File: config.mk
export PLATFORM = sky130hd
export DESIGN_NAME = flash_spi_reader
export DESIGN_NICKNAME = d
export VERILOG_FILES = /design/src/rtl/flash_spi_reader_pkg.sv /design/src/rtl/flash_spi_reader_sck_gen.sv /design/src/rtl/flash_spi_reader.sv
export SDC_FILE = /design/constraint.sdc
export NUM_CORES = 1
export LEC_CHECK = 0
export ABC_CLOCK_PERIOD_IN_PS = 1900
export CORE_ASPECT_RATIO = 0.9
export CORE_MARGIN = 2
export CORE_UTILIZATION = 45
export DETAILED_ROUTE_END_ITERATION = 7
export GPL_ROUTABILITY_DRIVEN = 0
export MAX_ROUTING_LAYER = met4
export PLACE_DENSITY = 0.7
export SYNTH_ARGS = -nofsm -noshare
export SYNTH_HDL_FRONTEND = slang
export SYNTH_SLANG_ARGS = --single-unit
export TNS_END_PERCENT = 100
File: constraint.sdc
create_clock -name clk -period 1.9 [get_ports clk]
set_input_delay 0.285 -clock clk [delete_from_list [all_inputs] [get_ports clk]]
set_output_delay 0.285 -clock clk [all_outputs]
set_load 0.1 [all_outputs]
File: src/rtl/flash_spi_reader_pkg.sv
// Shared constants, state type and helpers for the SPI NOR word reader.
// Build option: FLASH_FASTREAD_EN selects FAST_READ (0x0B) with 8 dummy bits;
// without it the reader issues plain READ (0x03) with no dummy phase.
package flash_pkg;

   localparam logic [7:0] CMD_READ      = 8'h03;
   localparam logic [7:0] CMD_FAST_READ = 8'h0B;

   localparam int CMD_BITS   = 8;
   localparam int ADDR_BITS  = 24;
   localparam int DUMMY_BITS = 8;
   localparam int DATA_BITS  = 32;

`ifdef FLASH_FASTREAD_EN
   localparam logic [7:0] CMD_OPCODE = CMD_FAST_READ;
   localparam int FRAME_BITS = CMD_BITS + ADDR_BITS + DUMMY_BITS + DATA_BITS;
`else
   localparam logic [7:0] CMD_OPCODE = CMD_READ;
   localparam int FRAME_BITS = CMD_BITS + ADDR_BITS + DATA_BITS;
`endif

   typedef enum logic [1:0] {
      IDLE  = 2'd0,
      SHIFT = 2'd1,
      GAP   = 2'd2
   } state_t;

   // Bytes arrive first-byte-in-MSB; the returned word is little-endian.
   function automatic logic [31:0] swap_bytes(input logic [31:0] w);
      return {w[7:0], w[15:8], w[23:16], w[31:24]};
   endfunction

endpackage

File: src/rtl/flash_spi_reader_sck_gen.sv
// SCK prescaler: CLK_DIV-cycle half periods, idle low, restarted on accept.
// rise_tick/fall_tick flag the clk edge on which flash_sck will rise/fall.
module flash_sck_gen #(
   parameter int CLK_DIV = 2
) (
   input  logic clk,
   input  logic nreset,
   input  logic en,
   input  logic restart,
   output logic flash_sck,
   output logic rise_tick,
   output logic fall_tick
);

   localparam logic [7:0] LOAD = 8'(CLK_DIV - 1);

   logic [7:0] cnt;
   logic       terminal;

   assign terminal  = (cnt == 8'd0);
   assign rise_tick = en && terminal && !flash_sck;
   assign fall_tick = en && terminal &&  flash_sck;

   // Half-period down-counter; toggles sck at terminal count while enabled.
   always_ff @(posedge clk or negedge nreset) begin
      if (!nreset) begin
         cnt       <= 8'd0;
         flash_sck <= 1'b0;
      end else if (restart) begin
         cnt       <= LOAD;
         flash_sck <= 1'b0;
      end else if (en) begin
         if (terminal) begin
            cnt       <= LOAD;
            flash_sck <= ~flash_sck;
         end else begin
            cnt <= cnt - 8'd1;
         end
      end else begin
         cnt       <= LOAD;
         flash_sck <= 1'b0;
      end
   end

endmodule

File: src/rtl/flash_spi_reader.sv
// SPI NOR word reader: one 24-bit address in, one little-endian 32-bit word out.
// Mode 0, MSB first. Build option FLASH_FASTREAD_EN switches to FAST_READ
// with an 8-bit dummy phase (frame 72 bits instead of 64).
//
//   state | meaning
//   ------+------------------------------------------------------------
//   IDLE  | req_ready high, cs high, waiting for req_valid
//   SHIFT | cs low, clocking cmd/addr(/dummy) out and data in
//   GAP   | cs high for CS_GAP cycles before the next frame may start
module flash_spi_reader
   import flash_pkg::*;
#(
   parameter int CLK_DIV = 2,
   parameter int ADDR_W  = 24,
   parameter int CS_GAP  = 4
) (
   input  logic              clk,
   input  logic              nreset,
   input  logic              req_valid,
   output logic              req_ready,
   input  logic [ADDR_W-1:0] req_addr,
   output logic              rsp_valid,
   output logic [31:0]       rsp_data,
   output logic              flash_sck,
   output logic              flash_cs,
   output logic              flash_mosi,
   input  logic              flash_miso
);

   localparam int BIT_CNT_W = $clog2(FRAME_BITS);
   localparam int GAP_W     = $clog2(CS_GAP + 1);

   state_t                 state, nstate;
   logic                   accept, done, gap_end, shift_en;
   logic                   rise_tick, fall_tick;
   logic [BIT_CNT_W-1:0]   bit_cnt;
   logic [GAP_W-1:0]       gap_cnt;
   logic [FRAME_BITS-1:0]  tx_sr, frame;
   logic [DATA_BITS-1:0]   rx_sr;
   logic [ADDR_BITS-1:0]   addr_field;

   assign accept   = req_valid && req_ready;
   assign shift_en = (state == SHIFT);
   assign done     = shift_en && fall_tick && (bit_cnt == '0);
   assign gap_end  = (state == GAP) && (gap_cnt == '0);

   assign addr_field = ADDR_BITS'(req_addr);
`ifdef FLASH_FASTREAD_EN
   assign frame = {CMD_OPCODE, addr_field, {DUMMY_BITS{1'b0}}, {DATA_BITS{1'b0}}};
`else
   assign frame = {CMD_OPCODE, addr_field, {DATA_BITS{1'b0}}};
`endif

   assign flash_mosi = tx_sr[FRAME_BITS-1];

   flash_sck_gen #(.CLK_DIV(CLK_DIV)) u_sck_gen (
      .clk       (clk),
      .nreset    (nreset),
      .en        (shift_en),
      .restart   (accept),
      .flash_sck (flash_sck),
      .rise_tick (rise_tick),
      .fall_tick (fall_tick)
   );

   // State register.
   always_ff @(posedge clk or negedge nreset) begin
      if (!nreset) state <= IDLE;
      else         state <= nstate;
   end

   // Next-state decode.
   always_comb begin
      nstate = state;
      case (state)
         IDLE:    if (accept)  nstate = SHIFT;
         SHIFT:   if (done)    nstate = GAP;
         GAP:     if (gap_end) nstate = IDLE;
         default:              nstate = IDLE;
      endcase
   end

   // Handshake, chip select and the bit / gap terminal-count timers.
   always_ff @(posedge clk or negedge nreset) begin
      if (!nreset) begin
         req_ready <= 1'b0;
         flash_cs  <= 1'b1;
         bit_cnt   <= '0;
         gap_cnt   <= '0;
      end else begin
         req_ready <= (nstate == IDLE);
         if (accept) begin
            flash_cs <= 1'b0;
            bit_cnt  <= BIT_CNT_W'(FRAME_BITS - 1);
         end else if (done) begin
            flash_cs <= 1'b1;
            gap_cnt  <= GAP_W'(CS_GAP - 1);
         end else if (shift_en && fall_tick) begin
            bit_cnt <= bit_cnt - 1'b1;
         end else if (state == GAP && gap_cnt != '0) begin
            gap_cnt <= gap_cnt - 1'b1;
         end
      end
   end

   // Transmit shifter; the data field is zero so mosi idles low there.
   always_ff @(posedge clk or negedge nreset) begin
      if (!nreset)                           tx_sr <= '0;
      else if (accept)                       tx_sr <= frame;
      else if (shift_en && fall_tick && !done) tx_sr <= tx_sr << 1;
   end

   // Receive shifter; after the last rise it holds exactly the data bits.
   always_ff @(posedge clk or negedge nreset) begin
      if (!nreset)                     rx_sr <= '0;
      else if (shift_en && rise_tick)  rx_sr <= {rx_sr[DATA_BITS-2:0], flash_miso};
   end

   // Response word and one-cycle valid strobe on the final sck fall.
   always_ff @(posedge clk or negedge nreset) begin
      if (!nreset) begin
         rsp_valid <= 1'b0;
         rsp_data  <= '0;
      end else begin
         rsp_valid <= done;
         if (done) rsp_data <= swap_bytes(rx_sr);
      end
   end

endmodule
==> impl_results.md <==
* Run status: finished, violations left
* Failing checks: negative setup slack
* CTS max path bufs at 2
* Reg2reg end: rx_sr[21]
* Reg2reg setup slack at -0.14 ns
* Count leader, synth: dfrtp_1
* Lkg Pwr at 0.00331 uW
* Area fraction of the dominant cell type after synthesis at 0.576
* Cell variety after synth at 46
* RSZ-0062 raised after global routing: yes
* CP Launch Type: flop
* Worst vdd ir at 0.000717 V
* Tcrit/Tclk final at 1.07
* Worst Max-Slew Pin Slew at 0.511 ns
* Layout cells sized above 1 at 0.377
* Final Max Tran Viols at 0
* Initial Utilization at 0.468
* Global-route wire length before repair at 18100 um
* Mux cell area share after synthesis at 0.171
* Buffers on Ports at 64
* Routed WL at 11000 um
* Max_cap viols at 0
* Main synth FF type: dfrtp_1
* Adder-Cell Fraction of Synth Area at 0.0122
* TritonCTS clock tree: yes
* Sequential share of the synthesized area at 0.581
* Reg-to-Reg Start: u_sck_gen.cnt[1]
* Clock transition at the registers of the reported paths at 0.05 ns
* Tmin final at 2.04 ns
* Syn Area/Cell at 12.5 um^2
* H-Tree Depth at 4
* Mapped Area at 5120 um^2
* Total Neg Setup Slack at -7.18 ns
* Worst reg-to-reg path cell count at 7
* Clock Root Buffer: clkbuf_16
* Fin nets at 548
* Total GRT Usage at 0.197
* Antenna violations before repair at 0
* Vias at 3573
* Core ar. at 10900 um^2
* Placed cell count at 637
* Die Y at 105 um
* Finished Layout Cells at 680
* Drt wl/cell at 16.2 um
* Crit-path max FO at 8
* Syn nets at 443
* Xor and xnor area share after synthesis at 0.0103
* Post-synth top area cell: dfrtp_1
* Required time of the critical path at 2.19 ns
* First-pass iteration count of the detailed router at 4
* Largest net degree at the start of global routing at 41
* Ranking of synthesized cells by area: dfrtp_1 (58%), mux2_2 (8.1%), mux2_4 (5.9%)
* Iteration-0 DRC Markers at 185
* Yosys warns at 0
* Placement Rows at 36
* FMAX at 490 MHz
* CP endpoint kind: flop
* Final worst slack at -0.142 ns
* CP max stage cell: or3b_4
* Worst min path class: input port to asynchronous set/reset pin
* Final hold vios at 0
* Post-layout util at 0.641
* Final Setup Violations at 73
* Number of synthesized flops with an enable pin at 0
* CP Data Arrival Time at 2.33 ns
* Synthesized instance count at 410
* Commonest cells post-synth: dfrtp_1 (118), nor2_1 (42), mux2_2 (37), o21ai_0 (31), a31oi_1 (27)
* Post-route ant nets at 0
* Die area at 12300 um^2
* Clock latency on the worst-skew pair at 0.41 ns
* Simple-gate share of the synthesized area at 0.0872
* Residual DRC at 0
* Gr ovfl total at 0
* Cell chain of the critical path: inv_1, ha_2, nor3b_4, nand3_2, or3b_4, clkbuf_16, mux2_2
* Area fraction in compound gates after synthesis at 0.0994
* Skew final at 0.0138 ns
* Area Growth Syn to Fin at 37.0%
* Vias in the first global route at 3614
* FF+latch count, synth at 119
* Largest family of logic cells by synthesized area: multiplexers
* Fill cell count at 811
* Chip width at 116 um
* Inserted Diodes at 0
* Cell Pwr Density at 1190 nW/um^2
* Synth async-reset ratio at 1.00
* Setup Crit Path Kind: flop to flop
* Max_slew headroom at 0.658
* Num ports at 65
* Clock sinks at 119
* Vias/cell at 5.25
* HPWL Detailed at 6560 um
* CP peak stage delay at 0.49 ns
* Total CTS buffers at 17
-- logic make-up (layout without fill, tap and decap cells) --
family,Yosys count,in the layout
xor+xnor,6,6
buf+inv,33,151
flops,119,119
mux,72,72
compound gates,91,91
simple gates,84,84
fa+ha+maj,5,5
-- cells in the final DEF, fill, tap and decap left out, drive strengths merged, types with 2 or more instances in the layout --
| cell | n |
|---|---|
| dfrtp | 118 |
| buf | 84 |
| mux2 | 64 |
| nor2 | 44 |
| o21ai | 31 |
| a31oi | 27 |
| clkdlybuf4s50 | 26 |
| a21oi | 26 |
| clkbuf | 20 |
| nand2 | 12 |
| inv | 10 |
| mux2i | 8 |
| xnor2 | 5 |
| clkinvlp | 5 |
| nand3 | 5 |
| ha | 5 |
| bufinv | 4 |
| nor3 | 3 |
| and4 | 3 |
| and3 | 3 |
| nor3b | 3 |
| or3b | 2 |
| nand4 | 2 |
-- routing by layer --
| layer | GRT usage | vias to the layer above | wire length, um |
|---|---|---|---|
| met3 | 0.0564 | 10 | 400 |
| met5 | - | - | 0 |
| met4 | 0.0638 | 0 | 114 |
| met2 | 0.296 | 73 | 5550 |
| met1 | 0.260 | 1811 | 4970 |
| li1 | - | 1679 | - |
-- power by group --
part | switching (uW) | internal [uW] | leakage (uW)
sequential | 272 | 2980 | 0.00152
clock | 1180 | 2280 | 0.000299
combinational | 771 | 864 | 0.00149
-- flip-flops by register name (all words and copies together), names as in the netlist --
| name | cells |
|---|---|
| rsp_data | 32 |
| rx_sr | 32 |
| tx_sr | 32 |
| u_sck_gen.cnt | 8 |
| bit_cnt | 6 |
| gap_cnt | 3 |
| state | 2 |
| flash_cs | 1 |
| req_ready | 1 |
| rsp_valid | 1 |
| u_sck_gen.flash_sck | 1 |
-- what timing repair did --
| action | 4_1_cts | 5_1_grt |
|---|---|---|
| hold buffers | 1 | 0 |
| pin swaps | 0 | 2 |
| endpoints found under the hold margin | 29 | 0 |
| endpoints found under the setup margin | 104 | 105 |
| setup buffers | 5 | 2 |
| cloned | 2 | 1 |
| gates resized for setup | 25 | 8 |
-- stage by stage --
stage               hold WS [ns]  area, um^2  power [uW]  setup slack (ns)
global placement           0.253        6100        4570            -0.143
detailed placement         0.259        6100        4670            -0.182
finish                     0.365        7020        8340            -0.142
CTS                        0.363        6940        8310            -0.104
global route               0.397        7020        8740            -0.221
floorplan                -0.0106        5140        4110            -0.163
-- critical path: cells and delay by family (launching register included) --
kind                       cells  cell delay (ns)
DFF                            1             0.37
buffers and inverters          2             0.27
muxes                          1             0.27
and+or+nand+nor                3             0.84
adders and majority gates      1             0.18
-- how the worst max path moves through the flow --
stage | from | end | slack (ns) | cells past startpoint
after CTS | u_sck_gen.cnt[1] | rx_sr[31] | -0.10 | 7
final | u_sck_gen.cnt[1] | rx_sr[21] | -0.14 | 7
after global placement | bit_cnt[3] | rsp_data[6] | -0.14 | 5
after global routing | u_sck_gen.cnt[1] | rx_sr[30] | -0.22 | 7
after floorplan | u_sck_gen.cnt[0] | rsp_data[3] | -0.16 | 7
after detailed placement | bit_cnt[3] | rsp_data[7] | -0.18 | 5
-- final cells by class --
class                      count  area, um^2  share of cell area
clock inverter                13         193              0.0274
sequential                   119        2980               0.425
multi-input combinational    258        2060               0.294
clock buffer                  19         453              0.0645
tap                          152         190              0.0271
inverter                       7        26.3             0.00374
timing repair buffer         112        1110               0.159
Power figures use the tool's default switching activity.
==> RTL edit: new RTL, config.mk and constraints unchanged <==
The 3 states of `state_t` get a one-hot encoding in 3 bits.
--- a/src/rtl/flash_spi_reader_pkg.sv
+++ b/src/rtl/flash_spi_reader_pkg.sv
@@ -21,6 +21,6 @@
 
-   typedef enum logic [1:0] {
-      IDLE  = 2'd0,
-      SHIFT = 2'd1,
-      GAP   = 2'd2
+   typedef enum logic [2:0] {
+      IDLE  = 3'b001,
+      SHIFT = 3'b010,
+      GAP   = 3'b100
    } state_t;
Behaviour: no difference found for any inputs over 10 cycles, from zero or initial values and one cycle with nreset low; not proved beyond that.
==> RTL edit against the unedited design <==
- the flow still finishes with violations (setup timing)
- routed wire length increased by 6.5%
- worst hold slack got worse by 6.9 ps
- final area increased by 1.4%
- area after synthesis increased by 1.7%
- via count increased by 2.1%
- critical path depth increased by 1
- sequential cell count increased by 1
- worst setup slack improved by 10 ps
Power is not compared: it rests on default switching activity, and its combinational part moved more than twofold at a synthesized area within 25%.
==> RTL edit: results (changes against the unedited design) <==
Final clock-cell share 7.98% (was 9.20%); vias in the first global route 3748 (was 3614); pre-CTS WS -130 ps (was -182 ps); failing checks setup timing (unchanged); CTS Sinks 120 (was 119); Post-Syn Nets 448 (was 443); fraction of area in multi-input gates 30.4% (was 29.4%); final hold slack 358 ps (was 365 ps); GRT met2 Usage 29.4% (was 29.6%); CP Max Fanout 16 (was 8); largest net degree at the start of global routing 46 (was 41); GRT Util Overall 19.6% (was 19.7%); Final Worst Setup Slack -132 ps (was -142 ps); fill count 850 (was 811); sequential cell area 3010 sq um (was 2980 sq um); worst-margin pin slew 461 ps (was 511 ps); final setup fails 64 (was 73); Via Count 3648 (was 3573); setup_tns -5010 ps (was -7180 ps); FF-to-FF End rx_sr[26] (was rx_sr[21]); status finished with violations (unchanged); clk_buf instances 24 (was 19); Non-clock buffer share 16.2% (was 15.9%); DR iter-0 viols 217 (was 185); post-synthesis sequential area ratio 57.7% (was 58.1%)
==> RTL edit: worst max-delay path, cell delays in order (launching register included) <==
cell and delay (ps):
dfrtp_1 370, inv_1 60, ha_2 170, nor3b_4 220
buf_4 140, nand3_2 60, or3_4 390, buf_12 190
mux2_4 300
==> RTL edit: worst max path at each step <==
| stage | end | cells past startpoint |
|---|---|---|
| floorplan | rx_sr[10] | 8 |
| global placement | rx_sr[4] | 7 |
| detailed placement | rx_sr[9] | 7 |
| CTS | rx_sr[29] | 8 |
| global route | rx_sr[24] | 8 |
| finish | rx_sr[26] | 8 |
==> RTL edit: logic make-up (layout without fill, tap and decap cells) <==
group / after synthesis / count (layout) / synth area share, %
DFF: 120 / 120 / 57.7
AOI/OAI and AO/OA: 94 / 94 / 10.2
and+or+nand+nor: 84 / 84 / 8.43
muxes: 73 / 73 / 17.7
buffers and inverters: 33 / 149 / 3.75
xor gates and xnor gates: 6 / 6 / 1.01
adders and majority gates: 5 / 5 / 1.20
==> RTL edit: metal layers <==
metal | share of wire [%] | vias to the layer above
li1 | - | 1693
met1 | 45 | 1840
met2 | 48 | 102
met3 | 5.5 | 13
met4 | 1.3 | 0
met5 | 0 | -
==> RTL edit: report_power, final <==
part / total, uW / switching (uW) / internal [uW]
sequential: 2590 / 13.7 / 2570
clock: 3070 / 1110 / 1960
combinational: 134 / 60.5 / 73.2
==> RTL edit: repair_timing <==
action | CTS | global route
hold endpoints to repair | 25 | 0
cloned | 3 | 5
resized for setup | 10 | 40
hold buffers | 1 | 0
setup endpoints to repair | 71 | 83
buffers inserted | 8 | 6
pin swaps | 2 | 33
==> RTL edit: through the flow <==
stage	instance area [sq um]	cells
6_report	7120	687
5_1_grt	7120	687
4_1_cts	6880	679
3_5_place_dp	6120	638
3_3_place_gp	6120	638
2_1_floorplan	5230	415
